**src/rtl/trace_recorder.sv**
```systemverilog
// trace_recorder: per-cycle PC/writeback trace capture into a FIFO drained over valid/ready (optional TRACE_WB_ONLY_EN).
module trace_recorder #(
  parameter int XLEN       = 32,
  parameter int DEPTH      = 16,
  parameter int MAX_CYCLES = 30,
  parameter int CNT_W      = 16
) (
  input  logic             clk_i,
  input  logic             rst_i,
  input  logic             start_i,
  input  logic [XLEN-1:0]  pc_i,
  input  logic             wb_en_i,
  input  logic [4:0]       wb_addr_i,
  input  logic [XLEN-1:0]  wb_data_i,
  input  logic             out_ready_i,
  output logic             out_valid_o,
  output logic [CNT_W-1:0] out_cycle_o,
  output logic [XLEN-1:0]  out_pc_o,
  output logic             out_wb_o,
  output logic [4:0]       out_rd_o,
  output logic [XLEN-1:0]  out_data_o,
  output logic             done_o,
  output logic             overflow_o,
  output logic [CNT_W-1:0] dropped_o
);
  localparam int AW = $clog2(DEPTH);
  localparam logic [AW:0] FULL = (AW+1)'(DEPTH);
  localparam logic [CNT_W-1:0] LAST = CNT_W'(MAX_CYCLES - 1);
  typedef struct packed {
    logic [CNT_W-1:0] cycle;
    logic [XLEN-1:0]  pc;
    logic             wb;
    logic [4:0]       rd;
    logic [XLEN-1:0]  data;
  } entry_t;
  typedef enum logic [1:0] {IDLE, RUN, DONE} state_t;
  state_t state;
  logic [CNT_W-1:0] cyc;
  logic [AW-1:0] wr_ptr, rd_ptr;
  logic [AW:0] count;
  entry_t mem [DEPTH];
  entry_t head, wentry;
  logic wb, cap, push_req, full, pop, push, drop;
  assign wb = wb_en_i && (wb_addr_i != 5'd0);
  assign cap = start_i && (state != DONE);
`ifdef TRACE_WB_ONLY_EN
  assign push_req = cap && wb;
`else
  assign push_req = cap;
`endif
  assign full = count == FULL;
  assign pop = out_valid_o && out_ready_i;
  assign push = push_req && (!full || pop);
  assign drop = push_req && full && !pop;
  assign wentry = '{cycle: cyc, pc: pc_i, wb: wb, rd: wb ? wb_addr_i : 5'd0, data: wb ? wb_data_i : '0};
  assign head = mem[rd_ptr];
  assign out_valid_o = count != '0;
  assign out_cycle_o = out_valid_o ? head.cycle : '0;
  assign out_pc_o = out_valid_o ? head.pc : '0;
  assign out_wb_o = out_valid_o && head.wb;
  assign out_rd_o = out_valid_o ? head.rd : 5'd0;
  assign out_data_o = out_valid_o ? head.data : '0;
  assign done_o = state == DONE;
  // capture sequencing: the capture of the last stamp retires the recorder
  always_ff @(posedge clk_i or posedge rst_i) begin
    if (rst_i) begin
      state <= IDLE;
      cyc <= '0;
    end else if (cap) begin
      cyc <= cyc + 1'b1;
      state <= (cyc == LAST) ? DONE : RUN;
    end
  end
  // fifo bookkeeping and drop accounting
  always_ff @(posedge clk_i or posedge rst_i) begin
    if (rst_i) begin
      wr_ptr <= '0;
      rd_ptr <= '0;
      count <= '0;
      overflow_o <= 1'b0;
      dropped_o <= '0;
    end else begin
      if (push) wr_ptr <= wr_ptr + 1'b1;
      if (pop) rd_ptr <= rd_ptr + 1'b1;
      count <= count + (AW+1)'(push) - (AW+1)'(pop);
      if (drop) overflow_o <= 1'b1;
      if (drop && dropped_o != '1) dropped_o <= dropped_o + 1'b1;
    end
  end
  // entry storage needs no reset; occupancy gates visibility
  always_ff @(posedge clk_i) begin
    if (push) mem[wr_ptr] <= wentry;
  end
endmodule

```
**config.mk**
```make
export PLATFORM = sky130hd
export DESIGN_NAME = trace_recorder
export DESIGN_NICKNAME = d
export VERILOG_FILES = /design/src/rtl/trace_recorder.sv
export SDC_FILE = /design/constraint.sdc
export NUM_CORES = 1
export LEC_CHECK = 0
export ABC_CLOCK_PERIOD_IN_PS = 9100
export BUFFER_PORTS_ARGS = -buffer_cell sky130_fd_sc_hd__buf_2
export CORE_AREA = 2 2 430 432
export DETAILED_ROUTE_END_ITERATION = 6
export DIE_AREA = 0 0 432 434
export GPL_TIMING_DRIVEN = 1
export HOLD_SLACK_MARGIN = 0.02
export PLACE_DENSITY = 0.53
export SLEW_MARGIN = 0
export SYNTH_ARGS = -nofsm -noshare
export SYNTH_HDL_FRONTEND = slang
export SYNTH_SLANG_ARGS = --single-unit
```
**constraint.sdc**
```tcl
create_clock -name clk_i -period 9.1 [get_ports clk_i]
set_input_delay 0.91 -clock clk_i [delete_from_list [all_inputs] [get_ports clk_i]]
set_output_delay 0.91 -clock clk_i [all_outputs]
set_load 0.1 [all_outputs]
```
Word level (Yosys, flattened, before mapping):

Memory sizes are Yosys's and may differ from the RTL's.
Index checks and enable logic that the tools add are counted.

* bits in writable memories: 1376
* input port bits: 74
* register bits after elaboration: 48
* memories kept: 1
* word-level logic and storage cells: 41
* output and inout bits: 105

* eq/ne operators: 5
* reductions and logical operators: 13
* muxes and demuxes: 9
* add/subtract/negate cells: 6

Memories
* mem: words 16, bits a word 86, read ports 1, clocked after memory_dff 0, wr ports 1, RTL line 41 `entry_t mem [DEPTH];`

Operators by type and width (count)
* $mux 32: 3
* $add 16x1->16 const B: 2
* $eq 16x5->1 const B: 1
* $mux 16: 1
* $ne 16x16->1 const B: 1
* $mux 5: 2
* $reduce_bool 5->1: 2
* $add 4x1->4 const B: 2
* $logic_and 1x1->1: 8
* $add 5x1->5: 1
* $eq 5x5->1 const B: 1
* $sub 5x1->5: 1
* $eq 2x2->1 const B: 1
* $logic_not 1->1: 2
* $mux 1: 2
* $mux 2: 1
* $ne 2x2->1 const B: 1
* $logic_or 1x1->1: 1

Depth between registers and ports, before layout:

Gate-level depths: netlist of run 1.

* depth in word-level cells: 6
* depth in mapped cells: 15
* mapped depth without buffers: 14

Worst setup path before layout of run 1:

OpenSTA, ideal clock, no wires.

* kind: reg-to-reg
* start point: register state[1]
* end point: memory mem[3][0] (netlist bit), enable pin
* setup time: 635 ps
* buffers on the path: 0
* arrival: 7563 ps
* cell stages (with the launch flop): 6
* path slack: 902 ps
* clock period less this slack: 8198 ps
* data required time: 8465 ps
* path through: dfrtp_1 nand2b_1 inv_1 a211oi_2 nand2_1 nor3_1

* cells in the longest elaborated chain, start to end: 5

Ends and longest elaborated chain
* from (decl): RTL line 37 `state_t state;`
* from (signal assigned): RTL line 71 `state <= (cyc == LAST) ? DONE : RUN;`
* $ne 2x2->1: RTL line 45 `assign cap = start_i && (state != DONE);`
* $logic_and 1x1->1: RTL line 45
* $logic_and 1x1->1: RTL line 53 `assign push = push_req && (!full || pop);`
* $mux 1: RTL line 92 `if (push) mem[wr_ptr] <= wentry;`
* $mux 1 (not written as such): RTL line 92
* to (decl): RTL line 41

Every way passes these cells.

Worst setup path in the final report of run 1:

* start point: register rd_ptr[1]
* end point: output out_pc_o[1]

* cells in the longest elaborated chain, start to end: 2

Ends and longest elaborated chain
* from (decl): RTL line 39 `logic [AW-1:0] wr_ptr, rd_ptr;`
* from (signal assigned): RTL line 84 `if (pop) rd_ptr <= rd_ptr + 1'b1;`
* $mem_v2 16x86
* $mux 32: RTL line 59 `assign out_pc_o = out_valid_o ? head.pc : '0;`
* to (decl): RTL line 18 `output logic [XLEN-1:0] out_pc_o,`

Every way passes these cells.

==> results of run 1 <==
==> worst max-delay path by stage <==
stage | from | to | slack [ps] | cells past startpoint
4_1_cts | rd_ptr[1] | out_pc_o[1] | 3270 | 6
3_5_place_dp | rd_ptr[1] | out_pc_o[1] | 4180 | 6
3_3_place_gp | rd_ptr[1] | out_pc_o[1] | 4160 | 6
2_1_floorplan | state[1] | mem[3][0] | 900 | 5
5_1_grt | rd_ptr[1] | out_cycle_o[15] | 3200 | 6
6_report | rd_ptr[1] | out_pc_o[1] | 3480 | 6
==> placed cells by master (no fill, tap or decap), types with 14 or more instances in the layout <==
cell	n
and2_1	41
and3_1	15
buf_2	178
buf_4	44
clkbuf_1	31
clkbuf_16	160
clkinv_1	40
clkinv_2	22
dfrtp_1	45
edfxtp_1	1376
ha_1	14
inv_1	20
mux2i_1	172
mux4_2	331
nand2_1	20
o22ai_1	73
xnor2_1	18
xor2_1	22
==> sequential cells by signal, summed over array words and instances, names as in the netlist <==
| signal | count |
|---|---|
| wr_ptr | 4 |
| count | 5 |
| overflow_o | 1 |
| cyc | 16 |
| state | 2 |
| dropped_o | 16 |
| rd_ptr | 4 |
| mem | 1376 |
==> worst min-delay path, cell delays in order <==
cell and delay [ps]:
buf_2 100, inv_2 30, buf_4 530
==> metrics by stage <==
step	instances	instance area (µm²)	hold slack [ps]	power, mW	util (%)
global placement	4910	58600	450	17.0	32.1
floorplan	2422	54700	451	15.0	-
CTS	5202	63800	250	23.4	35.0
finish	5204	63800	285	23.0	35.0
detailed placement	4910	58600	464	17.0	32.1
global route	5204	63800	302	23.9	35.0
==> metal layers <==
metal | part of all wire, % | global-route usage (%) | vias up | wire length, µm
met5 | 0.064 | 0 | - | 87
met4 | 2.5 | 4.38 | 14 | 3440
met3 | 4.7 | 2.90 | 204 | 6310
met2 | 50 | 24.2 | 600 | 67800
met1 | 43 | 18.8 | 13700 | 57700
li1 | - | - | 10800 | -
==> cells by family after synthesis <==
logic type	share of synthesized area, %
flops	77.7
mux	16.8
simple gates	1.66
buf+inv	1.13
compound gates	1.66
xor+xnor	0.641
fa+ha+maj	0.357
==> cells in the mapped netlist, drive strengths merged (3+ instances only) <==
master	number	area (µm²)
xor2	22	193
nor2b	3	26.3
mux4	331	7450
clkbuf	63	236
o22ai	73	457
edfxtp	1376	41300
a21oi	3	15.0
a21o	3	22.5
a22o	13	114
buf	63	303
ha	14	175
mux2i	172	1720
a211oi	3	27.5
a221o	13	130
dfrtp	48	1200
nand2	21	78.8
nor3	14	70.1
nand3	13	65.1
inv	21	78.8
nand2b	5	31.3
and3	15	93.8
nand4	10	62.6
a22oi	13	97.6
xnor2	18	158
nor2	23	86.3
nor4	9	56.3
and2	43	269
==> area by class of cell <==
cell class	count	area [µm²]
clock inverter	101	1030
antenna	2	5.00
tap	2385	2980
timing repair buffer	229	1360
sequential	1424	42500
fill	16800	119000
multi-input combinational	851	11700
inverter	21	78.8
clock buffer	191	4120
==> power by group through the flow <==
stage	Combinational [mW]	Clock [mW]	Sequential, mW
final	8.40	6.30	8.29
after global routing	8.83	6.71	8.37
after CTS	8.60	6.46	8.31
after detailed placement	8.59	0	8.44
after global placement	8.59	0	8.42
after floorplan	6.66	0	8.33
==> summary.md, run 1 <==
| Metric | Value |
|---|---|
| Clock root cell | `clkbuf_16` |
| Pin count of the biggest net entering global routing | `106` |
| Seq cells post-synth | `1,424` |
| Final WL | `135 mm` |
| Period utilization | `61.8%` |
| Synth-to-Final Area Change | `16.6%` |
| Total GRT Usage | `14.4%` |
| Port bufs | `178` |
| Mapped cell area | `54,700 µm²` |
| Maximum VDD drop | `460 µV` |
| Setup-failing EPs final | `0` |
| Max clock buf depth | `3` |
| Max Cap Viol | `0` |
| Final Max Slew Viols | `0` |
| Number of flops mapped to enable cells by yosys | `1,376` |
| Drt pass-1 iters | `5` |
| Vias in the first global route | `26,500` |
| Nets | `2,775` |
| Post-Place Worst Slack | `4180 ps` |
| Initial DRC count | `2,305` |
| Via count | `25,300` |
| Critical path type | `reg -> out` |
| Worst endpoint data arrival time | `4710 ps` |
| Fraction of layout cells with a size suffix above 1 | `28.7%` |
| CP Buf/Inv Count | `3` |
| Die ar. | `187,000 µm²` |
| Register-to-Register Path Depth | `8` |
| Reg-to-Reg Start | `state[0]` |
| WL/cell | `26.0 µm` |
| Library cells used by synthesis | `44` |
| Post-CTS sizing | `0` |
| RSZ-0062 raised after global routing | `false` |
| DRC viols | `0` |
| CP required | `8190 ps` |
| Crit end category | `primary output` |
| Clk_skew | `31.9 ps` |
| Hold WC Path Type | `in -> async` |
| Tightest Pin Transition | `1230 ps` |
| PwrDens | `360 nW/µm²` |
| First-pass GRT wire length | `193 mm` |
| Syn Inst Count | `2,422` |
| Syn_nets | `2,511` |
| Fmax | `178 MHz` |
| Rows | `157` |
| Gate power share | `36.5%` |
| Clock power frac | `27.4%` |
| Top_reg_cell synth | `edfxtp_1` |
| Number of CTS-inserted buffers | `159` |
| Max-slew headroom | `17.6%` |
| Setup TNS | `0 ps` |
| Psw | `9.01 mW` |
| Final setup margin | `3480 ps` |
| Leakage | `20.5 nW` |
| Crit path max-delay family | `buffers and inverters` |
| Antenna-violating nets left | `0` |
| Final Critical Period | `5620 ps` |
| Critical Path Source Type | `register` |
| Worst stage delay on the critical path | `950 ps` |
| Gpl congestion | `0.707` |
| CTS hold repair buffers | `0` |
| Gr ovfl total | `0` |
| Post-CTS setup buffers | `0` |
| Std-Cell Core Area | `182,000 µm²` |
| Vias per inst | `4.87` |
| Die span in y | `434 µm` |
| Post-Syn Area per Cell | `22.6 µm²` |
| Slowest cell on the critical path | `dfrtp_4` |
| Sequential share of the synthesized area | `77.7%` |
| Post-DP HPWL | `66.4 mm` |
| Die X | `432 µm` |
| H-tree depth | `4` |
| Cell-internal power | `14.0 mW` |
| Worst flop-to-flop path endpoint | `mem[1][51]` |
| I/O pins | `179` |
| Worst-Skew Late Latency | `790 ps` |
| Crit Path Max Fanout | `57` |
| Starting Density | `30.0%` |
| Reg2reg setup slack | `5190 ps` |
| Status | `complete, no violations` |
| CP cell instances | `buf_4 -> buf_4 -> mux4_2 -> a22o_1 -> a221o_1 -> buf_2` |
| CTS clk-pin slew, worst paths | `60 ps` |
| Net Sw Frac | `39.2%` |
| Sequential Power Share | `36.1%` |
| Final Hold Vio Count | `0` |
| Synth Warn # | `0` |
| Asr flop ratio synth | `3.37%` |
| Most used cell, CP | `buf_4` |
| Initial antenna violation count | `14` |
| TritonCTS clock tree | `yes` |
| Clock sink count | `1,424` |
Power figures use the tool's default switching activity.
==> run 2, diff against run 1 <==
--- a/config.mk
+++ b/config.mk
@@ -5,7 +5,7 @@
 export SDC_FILE = /design/constraint.sdc
 export NUM_CORES = 1
 export LEC_CHECK = 0
-export ABC_CLOCK_PERIOD_IN_PS = 9100
+export ABC_CLOCK_PERIOD_IN_PS = 5200
 export BUFFER_PORTS_ARGS = -buffer_cell sky130_fd_sc_hd__buf_2
 export CORE_AREA = 2 2 430 432
 export DETAILED_ROUTE_END_ITERATION = 6
==> constraint.sdc (replaced) <==
create_clock -name clk_i -period 5.2 [get_ports clk_i]
set_input_delay 0.52 -clock clk_i [delete_from_list [all_inputs] [get_ports clk_i]]
set_output_delay 0.52 -clock clk_i [all_outputs]
set_load 0.1 [all_outputs]
==> summary.md, run 2 (same netlist as run 1, synthesis figures left out) <==
| Metric | Value |
|---|---|
| Hold WC Path Type | `in -> reg (was in -> async)` |
| RSZ-0062 raised after global routing | `false (unchanged)` |
| Clock root cell | `clkbuf_16 (unchanged)` |
| Die span in y | `434 µm (unchanged)` |
| Antenna-violating nets left | `0 (unchanged)` |
| Crit Path Max Fanout | `40 (was 57)` |
| Fmax | `220 MHz` |
| Fraction of layout cells with a size suffix above 1 | `28.9% (was 28.7%)` |
| Post-DP HPWL | `70.4 mm (was 66.4 mm)` |
| Finished Layout Cells | `5,206 (was 5,204)` |
| Max Cap Viol | `0 (unchanged)` |
| Critical path type | `reg -> out (unchanged)` |
| Final Hold Vio Count | `0 (unchanged)` |
| Most frequent cells in the layout | `edfxtp_1 (1,376), mux4_2 (331), buf_2 (178) (unchanged)` |
| Number of CTS-inserted buffers | `154 (was 159)` |
| Initial DRC count | `2,193 (was 2,305)` |
| Maximum VDD drop | `467 µV (was 460 µV)` |
| Biggest regs | `mem (1376), cyc (16), dropped_o (16) (unchanged)` |
| Period utilization | `87.3%` |
| I/O pins | `179 (unchanged)` |
| CTS clk-pin slew, worst paths | `60 ps (about the same)` |
| First-pass GRT wire length | `194 mm (was 193 mm)` |
| Final Critical Period | `4540 ps` |
| CP cell instances | `nor2b_1 -> a22oi_1 -> a22o_1 -> a221o_1 -> buf_2 (was buf_4 -> buf_4 -> mux4_2 -> a22o_1 -> a221o_1 -> buf_2)` |
| Worst flop-to-flop path endpoint | `mem[7][2] (was mem[1][51])` |
| Via count | `25,400 (was 25,300)` |
| Hold path start | `pc_i[5]` |
| Std-Cell Core Area | `182,000 µm² (unchanged)` |
| CP required | `4680 ps (was 8190 ps)` |
| Min-Delay Path Depth | `1` |
| Register-to-Register Path Depth | `8 (unchanged)` |
| Top reg by flops | `mem (unchanged)` |
| Reg-to-Reg Start | `count[2] (was state[0])` |
| Critical Path Source Type | `register (unchanged)` |
| Pin count of the biggest net entering global routing | `83 (was 106)` |
| Reg2reg setup slack | `2020 ps (was 5190 ps)` |
| Clock sink count | `1,424 (unchanged)` |
| Drt pass-1 iters | `5 (unchanged)` |
| Post-CTS setup buffers | `0 (unchanged)` |
| Vias in the first global route | `26,500 (about the same)` |
| H-tree depth | `4 (unchanged)` |
| Gpl congestion | `0.692 (was 0.707)` |
| Leakage | `20.6 nW (was 20.5 nW)` |
| Flip-flop count of the largest register after layout | `1,376 (unchanged)` |
| PwrDens | `625 nW/µm² (was 360 nW/µm²)` |
| Starting Density | `30.0% (unchanged)` |
| Rows | `157 (unchanged)` |
| WL/cell | `25.9 µm (was 26.0 µm)` |
| Worst endpoint data arrival time | `4020 ps (was 4710 ps)` |
| Nets | `2,794 (was 2,775)` |
| Worst-Skew Late Latency | `790 ps (about the same)` |
| Slowest cell on the critical path | `nor2b_1 (was dfrtp_4)` |
| Post-CTS sizing | `0 (unchanged)` |
| Total GRT Usage | `14.3% (was 14.4%)` |
| Die ar. | `187,000 µm² (unchanged)` |
| Vias per inst | `4.88 (was 4.87)` |
| Tightest Pin Transition | `1320 ps (was 1230 ps)` |
| Synth-to-Final Area Change | `17.0% (was 16.6%)` |
| Most common cell after layout, fill and taps aside | `edfxtp_1 (unchanged)` |
| Initial antenna violation count | `18 (was 14)` |
| Gr ovfl total | `0 (unchanged)` |
| WHS | `97.7 ps (was 285 ps)` |
| Clk_skew | `26.2 ps (was 31.9 ps)` |
| Port bufs | `178 (unchanged)` |
| Final Max Slew Viols | `0 (unchanged)` |
| Max clock buf depth | `3 (unchanged)` |
| Design Power | `40.0 mW (was 23.0 mW)` |
| Status | `complete, no violations (unchanged)` |
| TritonCTS clock tree | `yes (unchanged)` |
| Max-slew headroom | `11.9% (was 17.6%)` |
| Crit end category | `primary output (unchanged)` |
| Setup-failing EPs final | `0 (unchanged)` |
| CTS hold repair buffers | `3 (was 0)` |
| Final WL | `135 mm (about the same)` |
| Dpl cells | `4,931 (was 4,910)` |
| Final core utilization | `35.1% (was 35.0%)` |
| Worst stage delay on the critical path | `1120 ps (was 950 ps)` |
| Hold Path Sink | `mem[2][43]` |
| Die X | `432 µm (unchanged)` |
| DRC viols | `0 (unchanged)` |
run 2: worst max path at each step:
stage	startpoint	endpoint	slack, ps	cells past startpoint
floorplan	state[1]	mem[15][0]	-690	5
global placement	rd_ptr[1]	out_cycle_o[7]	1350	5
detailed placement	rd_ptr[1]	out_pc_o[0]	1370	5
CTS	rd_ptr[1]	out_pc_o[0]	470	5
global route	rd_ptr[1]	out_pc_o[0]	440	5
finish	rd_ptr[1]	out_pc_o[1]	660	5
run 2: metrics by stage:
step / cell area [µm²] / TNS, ps / setup slack, ps
6_report: 64000 / 0 / 661
5_1_grt: 64000 / 0 / 440
4_1_cts: 64000 / 0 / 474
3_5_place_dp: 59100 / 0 / 1370
3_3_place_gp: 59100 / 0 / 1350
2_1_floorplan: 54700 / -784230 / -689
run 2: cell type report:
| cell class | count | area, µm² |
|---|---|---|
| multi-input combinational | 851 | 11700 |
| fill | 16700 | 118000 |
| antenna | 4 | 10.0 |
| tap | 2385 | 2980 |
| inverter | 21 | 78.8 |
| clock inverter | 74 | 818 |
| clock buffer | 194 | 4040 |
| timing repair buffer | 253 | 1840 |
| sequential | 1424 | 42500 |
run 2: per-layer routing:
metal / GRT usage [%] / share of wire (%) / up-vias
met1: 19.0 / 44 / 13800
met4: 3.87 / 2.1 / 20
li1: - / - / 10800
met3: 2.94 / 4.6 / 193
met5: 0 / 0.080 / -
met2: 24.0 / 50 / 557
run 2: critical path, delay by kind of cell (launching register included):
family                 cells  cell delay, ps
AOI/OAI and AO/OA          3             990
buffers and inverters      1             330
and+or+nand+nor            1            1120
DFF                        1             770
run 2: where the power goes:
group,internal (mW),switching [mW]
combinational,4.40,10.6
sequential,13.9,0.611
clock,6.00,4.52
total,24.3,15.7
==> run 3, diff against run 2 <==
--- a/config.mk
+++ b/config.mk
@@ -7,12 +7,11 @@
 export LEC_CHECK = 0
 export ABC_CLOCK_PERIOD_IN_PS = 5200
 export BUFFER_PORTS_ARGS = -buffer_cell sky130_fd_sc_hd__buf_2
-export CORE_AREA = 2 2 430 432
+export CORE_AREA = 8 8 436 438
 export DETAILED_ROUTE_END_ITERATION = 6
-export DIE_AREA = 0 0 432 434
+export DIE_AREA = 0 0 444 446
 export GPL_TIMING_DRIVEN = 1
 export HOLD_SLACK_MARGIN = 0.02
-export PLACE_DENSITY = 0.53
 export SLEW_MARGIN = 0
 export SYNTH_ARGS = -nofsm -noshare
 export SYNTH_HDL_FRONTEND = slang
==> summary.md, run 3 (same netlist as run 1, synthesis figures left out) <==
| Metric | Value |
|---|---|
| Die span in y | `446 µm (was 434 µm)` |
| Vias in the first global route | `26,900 (was 26,500)` |
| Register-to-Register Path Depth | `6 (was 8)` |
| CP required | `4680 ps (about the same)` |
| Flip-flop count of the largest register after layout | `1,376 (unchanged)` |
| Worst endpoint data arrival time | `4160 ps (was 4020 ps)` |
| Biggest regs | `mem (1376), cyc (16), dropped_o (16) (unchanged)` |
| Final WL | `131 mm (was 135 mm)` |
| Post-DP HPWL | `70.5 mm (was 70.4 mm)` |
| WHS | `116 ps (was 97.7 ps)` |
| Die ar. | `198,000 µm² (was 187,000 µm²)` |
| Post-CTS sizing | `0 (unchanged)` |
| Crit Path Max Fanout | `31 (was 40)` |
| Min-Delay Path Depth | `1 (unchanged)` |
| Met2 Track Usage GR | `22.4% (was 24.0%)` |
| Gate power share | `37.6% (was 37.5%)` |
| Nets | `2,794 (unchanged)` |
| Design Power | `39.6 mW (was 40.0 mW)` |
| Setup-failing EPs final | `0 (unchanged)` |
| Status | `complete, no violations (unchanged)` |
| Max clock buf depth | `3 (unchanged)` |
| Worst stage delay on the critical path | `650 ps (was 1120 ps)` |
| DRC viols | `0 (unchanged)` |
| Period utilization | `90.0% (was 87.3%)` |
| Final setup margin | `520 ps (was 661 ps)` |
| Clk_skew | `49.6 ps (was 26.2 ps)` |
| Final Max Slew Viols | `0 (unchanged)` |
| Busiest layer in global routing | `met2 (unchanged)` |
| TritonCTS clock tree | `yes (unchanged)` |
| Critical path type | `reg -> out (unchanged)` |
| Maximum VDD drop | `673 µV (was 467 µV)` |
| Top reg by flops | `mem (unchanged)` |
| Net Sw Frac | `39.2% (was 39.3%)` |
| Post-CTS setup buffers | `0 (unchanged)` |
| Psw | `15.5 mW (was 15.7 mW)` |
| Pin count of the biggest net entering global routing | `87 (was 83)` |
| PwrDens | `620 nW/µm² (was 625 nW/µm²)` |
| Slowest cell on the critical path | `or4b_1 (was nor2b_1)` |
| Clock power frac | `25.9% (was 26.3%)` |
| Worst-Skew Late Latency | `790 ps (about the same)` |
| Rows | `158 (was 157)` |
| Fraction of layout cells with a size suffix above 1 | `29.0% (was 28.9%)` |
| Drt pass-1 iters | `5 (unchanged)` |
| Hold WC Path Type | `in -> reg (unchanged)` |
| Global routing met3 resource utilization | `2.66% (was 2.94%)` |
| Fill count | `16,800 (was 16,700)` |
| Final Hold Vio Count | `0 (unchanged)` |
| CP cell instances | `inv_1 -> ha_1 -> or4b_1 -> nand2_4 -> buf_4 -> o22ai_1 -> buf_2 (was nor2b_1 -> a22oi_1 -> a22o_1 -> a221o_1 -> buf_2)` |
| Leakage | `20.5 nW (was 20.6 nW)` |
| CP Buf/Inv Count | `3 (was 1)` |
| First-pass GRT wire length | `189 mm (was 194 mm)` |
| Total GRT Usage | `12.9% (was 14.3%)` |
| Tightest Pin Transition | `1230 ps (was 1320 ps)` |
| RSZ-0062 raised after global routing | `false (unchanged)` |
| Crit end category | `primary output (unchanged)` |
| Final core utilization | `34.8% (was 35.1%)` |
| Starting Density | `29.8% (was 30.0%)` |
| Initial antenna violation count | `21 (was 18)` |
| WL/cell | `25.0 µm (was 25.9 µm)` |
| Number of CTS-inserted buffers | `152 (was 154)` |
| Port bufs | `178 (unchanged)` |
| CTS clk-pin slew, worst paths | `60 ps (about the same)` |
| Gr ovfl total | `0 (unchanged)` |
| Clock root cell | `clkbuf_16 (unchanged)` |
| Critical Path Source Type | `register (unchanged)` |
| Total number of cells along the worst setup path | `7 (was 5)` |
| Most common cell after layout, fill and taps aside | `edfxtp_1 (unchanged)` |
| Fmax | `214 MHz (was 220 MHz)` |
| Antenna-violating nets left | `0 (unchanged)` |
| Vias per inst | `4.88 (about the same)` |
| Initial DRC count | `1,952 (was 2,193)` |
| Gpl congestion | `0.726 (was 0.692)` |
| Via count | `25,500 (was 25,400)` |
| Max Cap Viol | `0 (unchanged)` |
| Max-slew headroom | `17.7% (was 11.9%)` |
| Clock sink count | `1,424 (unchanged)` |
| Sequential Power Share | `36.4% (was 36.2%)` |
| Crit path max-delay family | `simple AND/OR/NAND/NOR gates (unchanged)` |
| Std-Cell Core Area | `184,000 µm² (was 182,000 µm²)` |
| GRT met1 Usage | `16.5% (was 19.0%)` |
| Cell-internal power | `24.1 mW (was 24.3 mW)` |
| Die X | `444 µm (was 432 µm)` |
| Synth-to-Final Area Change | `16.8% (was 17.0%)` |
| Post-Place Worst Slack | `1240 ps (was 1370 ps)` |
| H-tree depth | `4 (unchanged)` |
| Final Critical Period | `4680 ps (was 4540 ps)` |
| I/O pins | `179 (unchanged)` |
| Most frequent cells in the layout | `edfxtp_1 (1,376), mux4_2 (331), buf_2 (178) (unchanged)` |
==> run 3: changes by cell type in the layout (fill, tap and decap cells not counted), moves of 2 or more <==
cell,change
buf_4,+4
bufinv_16,-3
clkinv_1,+4
clkinv_16,-4
clkinv_2,+6
clkinv_8,+3
diode_2,+3
dlygate4sd3_1,-2
inv_6,-3
inv_8,+2
==> run 3: final cells by class <==
type | instances | area, µm² | share of cell area [%]
repair buffers | 255 | 1840 | 2.88
diodes | 7 | 17.5 | 0.0274
multi-input cells | 851 | 11700 | 18.3
clock buffers | 196 | 4050 | 6.34
clock inverters | 78 | 677 | 1.06
flip-flops and latches | 1424 | 42500 | 66.6
well taps | 2400 | 3000 | 4.70
inverters | 21 | 78.8 | 0.123
==> run 3: path summary, 6_finish.rpt <==
path                                  from               to  slack [ps]
worst max-delay path              count[3]  out_cycle_o[14]         520
worst min-delay path              pc_i[26]       mem[6][64]         120
worst max register to register    state[0]      mem[15][50]        1590
worst min register to register  overflow_o       overflow_o         460
max in group asynchronous            rst_i        rd_ptr[0]        4190
min in group asynchronous            rst_i     dropped_o[9]         440
==> run 3: repair_timing <==
action	4_1_cts	5_1_grt
hold endpoints to repair	48	0
setup endpoints to repair	0	0
hold buffers	1	0
==> run 3: per-stage QoR <==
step / std cells / setup TNS [ps] / cell area (µm²)
6_report: 5232 / 0 / 63900
5_1_grt: 5228 / 0 / 63900
4_1_cts: 5225 / 0 / 63900
3_5_place_dp: 4950 / 0 / 59100
3_3_place_gp: 4949 / 0 / 59100
2_1_floorplan: 2422 / -784230 / 54700
==> run 3: layer usage <==
metal  vias to the layer above  part of all wire [%]  routed length [µm]
li1                      10800                     -                   -
met1                     13800                    42               55000
met2                       638                    51               66700
met3                       196                   4.8                6280
met4                         8                   2.1                2780
met5                         -                 0.042                  55
==> run 3: power groups by stage <==
stage | Clock, mW | Combinational, mW | Sequential, mW
after CTS | 10.6 | 15.3 | 14.5
after global routing | 11.0 | 15.6 | 14.6
final | 10.3 | 14.9 | 14.4
after global placement | 0 | 15.2 | 14.7
after detailed placement | 0 | 15.2 | 14.7
after floorplan | 0 | 11.7 | 14.5
